File: config.mk
export PLATFORM = sky130hd
export DESIGN_NAME = uart_apb_ctrl_flat
export DESIGN_NICKNAME = d
export VERILOG_FILES = /design/src/rtl/uart_pkg.sv /design/src/rtl/uart_apb_ctrl_if.sv /design/src/rtl/uart_tx_fifo.sv /design/src/rtl/uart_apb_ctrl.sv /design/src/flat_wrapper.sv
export SDC_FILE = /design/constraint.sdc
export NUM_CORES = 1
export LEC_CHECK = 0
export CAP_MARGIN = 20
export CORE_MARGIN = 4
export CORE_UTILIZATION = 47
export CTS_CLUSTER_DIAMETER = 50
export DETAILED_ROUTE_END_ITERATION = 16
export PLACE_DENSITY = 0.79
export SLEW_MARGIN = 5
export SYNTH_ARGS = -nofsm -noshare
export SYNTH_HDL_FRONTEND = slang
export SYNTH_HIERARCHICAL = 1
export SYNTH_SLANG_ARGS = --single-unit
File: constraint.sdc
create_clock -name PCLK -period 2.1 [get_ports PCLK]
set_input_delay 0.42 -clock PCLK [delete_from_list [all_inputs] [get_ports PCLK]]
set_output_delay 0.42 -clock PCLK [all_outputs]
set_load 0.01 [all_outputs]
File: src/rtl/uart_pkg.sv
// Shared register map, bit indices and sequencer state encoding for the UART APB controller.
package uart_pkg;

  localparam logic [7:0] ADDR_TXDATA = 8'h00;
  localparam logic [7:0] ADDR_RXDATA = 8'h04;
  localparam logic [7:0] ADDR_STATUS = 8'h08;
  localparam logic [7:0] ADDR_CTRL   = 8'h0C;

  localparam int STAT_RX_VALID   = 0;
  localparam int STAT_RX_OVERRUN = 1;
  localparam int STAT_FIFO_EMPTY = 2;
  localparam int STAT_FIFO_FULL  = 3;
  localparam int STAT_TX_BUSY    = 4;

  localparam int CTRL_TX_EN      = 0;
  localparam int CTRL_RX_EN      = 1;
  localparam int CTRL_IRQ_RX_EN  = 2;
  localparam int CTRL_IRQ_TXE_EN = 3;
  localparam int CTRL_TX_FLUSH   = 4;

  localparam logic [7:0] CTRL_RST = 8'h03;

  typedef enum logic [1:0] {
    IDLE  = 2'd0,
    START = 2'd1,
    WAIT  = 2'd2,
    GAP   = 2'd3
  } tx_state_t;

endpackage

File: src/rtl/uart_apb_ctrl_if.sv
// APB slave bus bundle for the UART controller (PSEL2 slot).
interface uart_apb_ctrl_if;
  logic       PSEL;
  logic       PENABLE;
  logic [7:0] PADDR;
  logic       PWRITE;
  logic [7:0] PWDATA;
  logic [7:0] PRDATA;
  logic       PREADY;
  logic       PSLVERR;

  modport master (
    output PSEL, PENABLE, PADDR, PWRITE, PWDATA,
    input  PRDATA, PREADY, PSLVERR
  );

  modport slave (
    input  PSEL, PENABLE, PADDR, PWRITE, PWDATA,
    output PRDATA, PREADY, PSLVERR
  );
endinterface

File: src/rtl/uart_tx_fifo.sv
// Byte FIFO between the APB TXDATA register and the TX sequencer.
// Latency: head visible combinationally; push/pop/flush take effect on the next edge.
// Backpressure: caller must not push when full unless popping in the same cycle.
module uart_tx_fifo #(
  parameter  int FIFO_DEPTH = 4,
  localparam int PTR_W      = $clog2(FIFO_DEPTH)
) (
  input  logic       clk,
  input  logic       rst,
  input  logic       push,
  input  logic       pop,
  input  logic       flush,
  input  logic [7:0] wr_dat,
  output logic [7:0] rd_dat,
  output logic       full,
  output logic       empty
);

  logic [7:0]   mem [FIFO_DEPTH];
  // One extra pointer bit separates the full and empty cases when the indices match.
  logic [PTR_W:0] wr_ptr;
  logic [PTR_W:0] rd_ptr;

  assign empty  = (wr_ptr == rd_ptr);
  assign full   = (wr_ptr[PTR_W] != rd_ptr[PTR_W]) &&
                  (wr_ptr[PTR_W-1:0] == rd_ptr[PTR_W-1:0]);
  assign rd_dat = mem[rd_ptr[PTR_W-1:0]];

  always_ff @(posedge clk) begin
    if (rst || flush) begin
      wr_ptr <= '0;
      rd_ptr <= '0;
    end else begin
      if (push) wr_ptr <= wr_ptr + 1'b1;
      if (pop)  rd_ptr <= rd_ptr + 1'b1;
    end
  end

  always_ff @(posedge clk) begin
    if (push) mem[wr_ptr[PTR_W-1:0]] <= wr_dat;
  end

endmodule

File: src/rtl/uart_apb_ctrl.sv
// APB register front-end, TX byte sequencer and RX capture for the UART cores.
// Latency: tx_start one cycle after a byte is queued and idle; irq registered one cycle.
// Backpressure: PREADY held low on TXDATA write to a full FIFO while tx_en is set.
module uart_apb_ctrl
  import uart_pkg::*;
#(
  parameter int FIFO_DEPTH = 4
) (
  input  logic           PCLK,
  input  logic           PRESET,
  uart_apb_ctrl_if.slave apb,
  output logic           tx_start,
  output logic [7:0]     tx_data,
  input  logic           tx_done,
  input  logic           rx_done,
  input  logic [7:0]     rx_data,
  output logic           irq
);

  tx_state_t  state;
  tx_state_t  state_nxt;
  logic [3:0] ctrl_q;
  logic [7:0] rx_hold;
  logic       rx_valid;
  logic       rx_overrun;
  logic [7:0] status;

  logic       fifo_full;
  logic       fifo_empty;
  logic       fifo_push;
  logic       fifo_pop;
  logic       fifo_flush;
  logic [7:0] fifo_head;

  logic       access;
  logic       done;
  logic       sel_tx;
  logic       sel_rx;
  logic       sel_st;
  logic       sel_ct;
  logic       mapped;
  logic       tx_en;
  logic       rx_en;
  logic       rd_rx;
  logic       rx_fire;
  logic       clr_overrun;
  logic       unused_pwdata;

  assign tx_en  = ctrl_q[CTRL_TX_EN];
  assign rx_en  = ctrl_q[CTRL_RX_EN];

  assign sel_tx = (apb.PADDR == ADDR_TXDATA);
  assign sel_rx = (apb.PADDR == ADDR_RXDATA);
  assign sel_st = (apb.PADDR == ADDR_STATUS);
  assign sel_ct = (apb.PADDR == ADDR_CTRL);
  assign mapped = sel_tx | sel_rx | sel_st | sel_ct;

  assign access   = apb.PSEL & apb.PENABLE;
  assign fifo_pop = (state == IDLE) & tx_en & ~fifo_empty;

  // A full FIFO stalls the write only while the sequencer can still drain it.
  assign apb.PREADY  = ~(access & apb.PWRITE & sel_tx & fifo_full & tx_en & ~fifo_pop);
  assign done        = access & apb.PREADY;
  assign apb.PSLVERR = access & (~mapped | (apb.PWRITE & sel_tx & fifo_full & ~tx_en));

  assign fifo_push   = done & apb.PWRITE & sel_tx & (~fifo_full | fifo_pop);
  assign fifo_flush  = done & apb.PWRITE & sel_ct & apb.PWDATA[CTRL_TX_FLUSH];
  assign rd_rx       = done & ~apb.PWRITE & sel_rx;
  assign clr_overrun = done & apb.PWRITE & sel_st & apb.PWDATA[STAT_RX_OVERRUN];
  assign rx_fire     = rx_done & rx_en;

  assign unused_pwdata = ^apb.PWDATA[7:5];

  uart_tx_fifo #(.FIFO_DEPTH(FIFO_DEPTH)) u_tx_fifo (
    .clk    (PCLK),
    .rst    (PRESET),
    .push   (fifo_push),
    .pop    (fifo_pop),
    .flush  (fifo_flush),
    .wr_dat (apb.PWDATA),
    .rd_dat (fifo_head),
    .full   (fifo_full),
    .empty  (fifo_empty)
  );

  always_comb begin
    status                  = '0;
    status[STAT_RX_VALID]   = rx_valid;
    status[STAT_RX_OVERRUN] = rx_overrun;
    status[STAT_FIFO_EMPTY] = fifo_empty;
    status[STAT_FIFO_FULL]  = fifo_full;
    status[STAT_TX_BUSY]    = (state != IDLE);
  end

  always_comb begin
    apb.PRDATA = '0;
    if (access && !apb.PWRITE) begin
      if (sel_rx) apb.PRDATA = rx_hold;
      if (sel_st) apb.PRDATA = status;
      if (sel_ct) apb.PRDATA = {4'b0, ctrl_q};
    end
  end

  always_ff @(posedge PCLK) begin
    if (PRESET) state <= IDLE;
    else        state <= state_nxt;
  end

  always_comb begin
    state_nxt = state;
    case (state)
      IDLE:  if (fifo_pop) state_nxt = START;
      START: state_nxt = WAIT;
      WAIT:  if (tx_done) state_nxt = GAP;
      GAP:   state_nxt = IDLE;
      default: state_nxt = IDLE;
    endcase
  end

  always_comb begin
    tx_start = (state == START);
  end

  always_ff @(posedge PCLK) begin
    if (PRESET)        tx_data <= '0;
    else if (fifo_pop) tx_data <= fifo_head;
  end

  always_ff @(posedge PCLK) begin
    if (PRESET)                               ctrl_q <= CTRL_RST[3:0];
    else if (done && apb.PWRITE && sel_ct)    ctrl_q <= apb.PWDATA[3:0];
  end

  // A byte landing alongside the read that consumes the old one is not an overrun.
  always_ff @(posedge PCLK) begin
    if (PRESET) begin
      rx_hold    <= '0;
      rx_valid   <= 1'b0;
      rx_overrun <= 1'b0;
    end else begin
      if (clr_overrun) rx_overrun <= 1'b0;
      if (rx_fire) begin
        rx_hold  <= rx_data;
        rx_valid <= 1'b1;
        if (rx_valid && !rd_rx) rx_overrun <= 1'b1;
      end else if (rd_rx) begin
        rx_valid <= 1'b0;
      end
    end
  end

  always_ff @(posedge PCLK) begin
    if (PRESET) irq <= 1'b0;
    else        irq <= (ctrl_q[CTRL_IRQ_RX_EN] & rx_valid) |
                       (ctrl_q[CTRL_IRQ_TXE_EN] & fifo_empty & (state == IDLE));
  end

endmodule

File: src/flat_wrapper.sv
// flat-port wrapper written by rule: the top's interface ports become plain ports
module uart_apb_ctrl_flat import uart_pkg::*;
#(
  parameter int FIFO_DEPTH = 4
)
  (PCLK, PRESET, tx_start, tx_data, tx_done, rx_done, rx_data, irq, apb_PSEL, apb_PENABLE, apb_PADDR, apb_PWRITE, apb_PWDATA, apb_PRDATA, apb_PREADY, apb_PSLVERR);
  uart_apb_ctrl_if apb_i ();
  input  logic PCLK;
  input  logic PRESET;
  output logic tx_start;
  output logic [7:0] tx_data;
  input  logic tx_done;
  input  logic rx_done;
  input  logic [7:0] rx_data;
  output logic irq;
  input wire logic [$bits(apb_i.PSEL)-1:0] apb_PSEL;
  input wire logic [$bits(apb_i.PENABLE)-1:0] apb_PENABLE;
  input wire logic [$bits(apb_i.PADDR)-1:0] apb_PADDR;
  input wire logic [$bits(apb_i.PWRITE)-1:0] apb_PWRITE;
  input wire logic [$bits(apb_i.PWDATA)-1:0] apb_PWDATA;
  output wire logic [$bits(apb_i.PRDATA)-1:0] apb_PRDATA;
  output wire logic [$bits(apb_i.PREADY)-1:0] apb_PREADY;
  output wire logic [$bits(apb_i.PSLVERR)-1:0] apb_PSLVERR;
  assign apb_i.PSEL = apb_PSEL;
  assign apb_i.PENABLE = apb_PENABLE;
  assign apb_i.PADDR = apb_PADDR;
  assign apb_i.PWRITE = apb_PWRITE;
  assign apb_i.PWDATA = apb_PWDATA;
  assign apb_PRDATA = apb_i.PRDATA;
  assign apb_PREADY = apb_i.PREADY;
  assign apb_PSLVERR = apb_i.PSLVERR;
  uart_apb_ctrl #(.FIFO_DEPTH(FIFO_DEPTH)) u_core (.PCLK(PCLK), .PRESET(PRESET), .apb(apb_i), .tx_start(tx_start), .tx_data(tx_data), .tx_done(tx_done), .rx_done(rx_done), .rx_data(rx_data), .irq(irq));
endmodule
==> summary.txt <==
Critical path
  • Critical path's slowest cell: or4_4
  • Worst EP required: 1.68 ns
  • RR Startpoint: u_core/u_tx_fifo/rd_ptr[0]$_SDFFE_PP0P_
  • Critical path origin: apb_PADDR[6]
  • Critical Path Fanout Max: 4
  • FF-to-FF setup slack: 0.06 ns
  • Endpoint class of the critical path: output port
  • Max incr delay on CP: 0.56 ns
  • Worst path cell trace: buf_6 -> or4_4 -> nor3_2 -> nand3_1 -> o211a_1 -> buf_2
  • Arrival time at the worst endpoint: 1.80 ns
  • Crit Path Category: in2out
  • Worst setup SP type: input port

Outcome
  • Outcome: complete, but fails checks
  • Failing checks: setup timing

Drt
  • DR pass1 iterations: 4
  • Final ANT Viol Nets: 0
  • DRC: 0
  • Drt wl/cell: 17.0 µm
  • Starting DRT DRC Count: 180
  • Vias per Instance: 5.47
  • Detailed-route via count: 2,151
  • WL final: 6.66 mm

Min path
  • Hold wc startpoint: u_core/tx_data[5]$_SDFFE_PP0P_
  • Hold Crit Class: reg2reg

Cells and area
  • Layout cells sized above 1: 32.1%
  • # diodes: 0
  • Final #Nets: 356
  • Util after Layout: 68.3%
  • Fill cells: 388
  • Final cell count without fillers: 393
  • Area growth from synthesis to final layout: 37.3%

Die
  • Die Wd: 85.3 µm
  • Initial Utilization: 49.7%
  • Core area: 5640 µm²
  • Die Footprint: 7270 µm²
  • Die Y: 85.3 µm
  • Row count: 27
  • # IOs: 51

CTS
  • Root buffer cell: clkbuf_8
  • CTS tree: done
  • CTS H-tree depth: 3
  • Cts hold-fix bufs: 0
  • TritonCTS buffer count: 9
  • Sink Count: 65
  • CTS clk-pin slew, worst paths: 0.07 ns
  • Clock buffer depth: 2
  • Skew-Pair Late Insertion Delay: 0.35 ns

Synthesis
  • Ys Warns: 6
  • Main flop type after synthesis: dfxtp_1
  • Synth Instances: 238
  • EDFF count, synth: 32
  • Syn Area/Cell: 11.8 µm²
  • Syn_nets: 278
  • #FFs+latches synth: 65
  • Seq/Total Area, Yosys: 57.8%
  • Asr flop ratio synth: 0%
  • Netlist cell types: 41
  • Post-Syn Area: 2810 µm²

GRT
  • Vias in the first global route: 2,223
  • Met3 usage: 5.34%
  • Global-route wire length before repair: 10.7 mm
  • Grt ovf: 0
  • Met1 usage: 22.5%
  • Global route hottest layer: met2
  • Met2 global-route usage: 32.2%
  • Antenna violations before repair: 0
  • Largest net degree at the start of global routing: 28
  • Total GRT Usage: 19.4%

STA
  • Fin Setup TNS: -0.803 ns
  • Final Critical Period: 2.22 ns
  • Slew HR: 62.8%
  • Final setup fails: 8
  • Peak Freq: 0.450 GHz
  • Post-route setup slack: -0.125 ns
  • Final hold slack: 0.454 ns
  • Fin crit share: 106%
  • RSZ-0062 raised after global routing: yes
  • Slew Viols, Final: 0
  • Worst Clk Skew: 0.0128 ns
  • Worst-Margin Slew: 0.557 ns
  • Hold Vio Cnt, Final: 0

Placement
  • Port bufs: 50
  • DP Cell Count: 371
  • Hpwl dp: 4.31 mm
  • GPL Wtd Cong: 0.834

Pwr
  • Final Total Pwr: 2.79 mW
  • Max IR drop VDD: 0.332 mV
  • Total power per unit cell area: 724 nW/µm²
  • Lkg Pwr: 1.44 nW

Run
  • Max Cap Viol: 0
timing repair:
action	in CTS	in global routing
setup endpoints to repair	43	48
gates resized for setup	86	16
setup buffers	4	3
pin swaps	11	9
state kept, by name, indices dropped and copies added, names as in the netlist, named ones only:
signal and cells:
u_core/rx_valid 1, u_core/ctrl_q 4, u_core/irq 1, u_core/tx_data 8, u_core/u_tx_fifo/mem 32, u_core/u_tx_fifo/wr_ptr 3
u_core/u_tx_fifo/rd_ptr 3, u_core/rx_overrun 1, u_core/rx_hold 8, u_core/state 2
final timing paths:
check,to,cells after the start
hold reg to reg,u_core/tx_data[5]$_SDFFE_PP0P_,2
setup reg to reg,flop,9
setup / recovery,apb_PRDATA[2],6
hold / removal,u_core/tx_data[5]$_SDFFE_PP0P_,2
critical path: cells and delay by family:
kind	cells	cell delay, ns
and+or+nand+nor	3	0.92
AOI/OAI and AO/OA	1	0.24
buffers and inverters	2	0.23
logic make-up after synthesis:
| kind of cell | after synthesis | synth area share (%) |
|---|---|---|
| AOI/OAI and AO/OA | 39 | 8.78 |
| xor gates and xnor gates | 5 | 1.56 |
| adders and majority gates | 9 | 4.01 |
| buffers and inverters | 18 | 2.81 |
| DFF | 65 | 57.8 |
| muxes | 14 | 8.60 |
| and+or+nand+nor | 88 | 16.5 |
through the flow:
stage	setup WS [ns]	area, µm²
after floorplan	0.00510	2830
after global placement	-0.856	3530
after detailed placement	-0.886	3530
after CTS	-0.172	3760
after global routing	-0.188	3850
final	-0.125	3850
power by group:
group	total [mW]	switching (mW)	internal, mW	leakage (nW)
logic	0.368	0.178	0.190	0.788
registers	1.38	0.0256	1.36	0.559
clock network	1.04	0.488	0.552	0.0929
metal layers:
layer | routed length, µm | up-vias
met3 | 471 | 17
li1 | - | 1005
met4 | 208 | 0
met5 | 0 | -
met1 | 2580 | 1044
met2 | 3410 | 85
placed cells by master, fill, tap and decap left out, types with 4 or more instances in the layout:
cell type,n
nor3_1,4
nand2_1,35
buf_6,7
mux2i_1,5
and2_1,5
ha_1,9
a21oi_1,25
buf_2,12
mux4_2,8
buf_4,25
clkdlybuf4s50_1,29
inv_1,5
edfxtp_1,32
dfxtp_1,27
nor3_2,4
clkbuf_8,9
nor2_1,12
nand3b_1,4
Yosys cell counts, types with 2 or more instances:
library cell | instances | area [µm²]
nand3b_1 | 4 | 30.0
nor2b_1 | 2 | 12.5
a21oi_1 | 25 | 125
buf_2 | 2 | 10.0
clkbuf_1 | 8 | 30.0
o21ai_0 | 2 | 10.0
nor3_1 | 8 | 40.0
xnor2_1 | 3 | 26.3
nand2_1 | 35 | 131
dfxtp_1 | 33 | 661
mux4_2 | 8 | 180
o22a_1 | 3 | 26.3
a21bo_2 | 2 | 20.0
edfxtp_1 | 32 | 961
inv_1 | 5 | 18.8
nand3_1 | 4 | 20.0
o211a_1 | 3 | 30.0
ha_1 | 9 | 113
nor3_4 | 2 | 32.5
nor2_1 | 14 | 52.6
mux2i_1 | 5 | 50.1
and2_1 | 9 | 56.3
xor2_1 | 2 | 17.5
final cells by class:
cell class                 instances  area [µm²]  area share [%]
sequential                        65        1640            42.5
multi-input combinational        155        1220            31.6
timing repair buffer              79         693            18.0
tap                               72        90.1            2.34
clock buffer                      10         128            3.31
clock inverter                     6        67.6            1.75
inverter                           6        22.5           0.584
No activity file was read; power rests on OpenSTA's default activity.
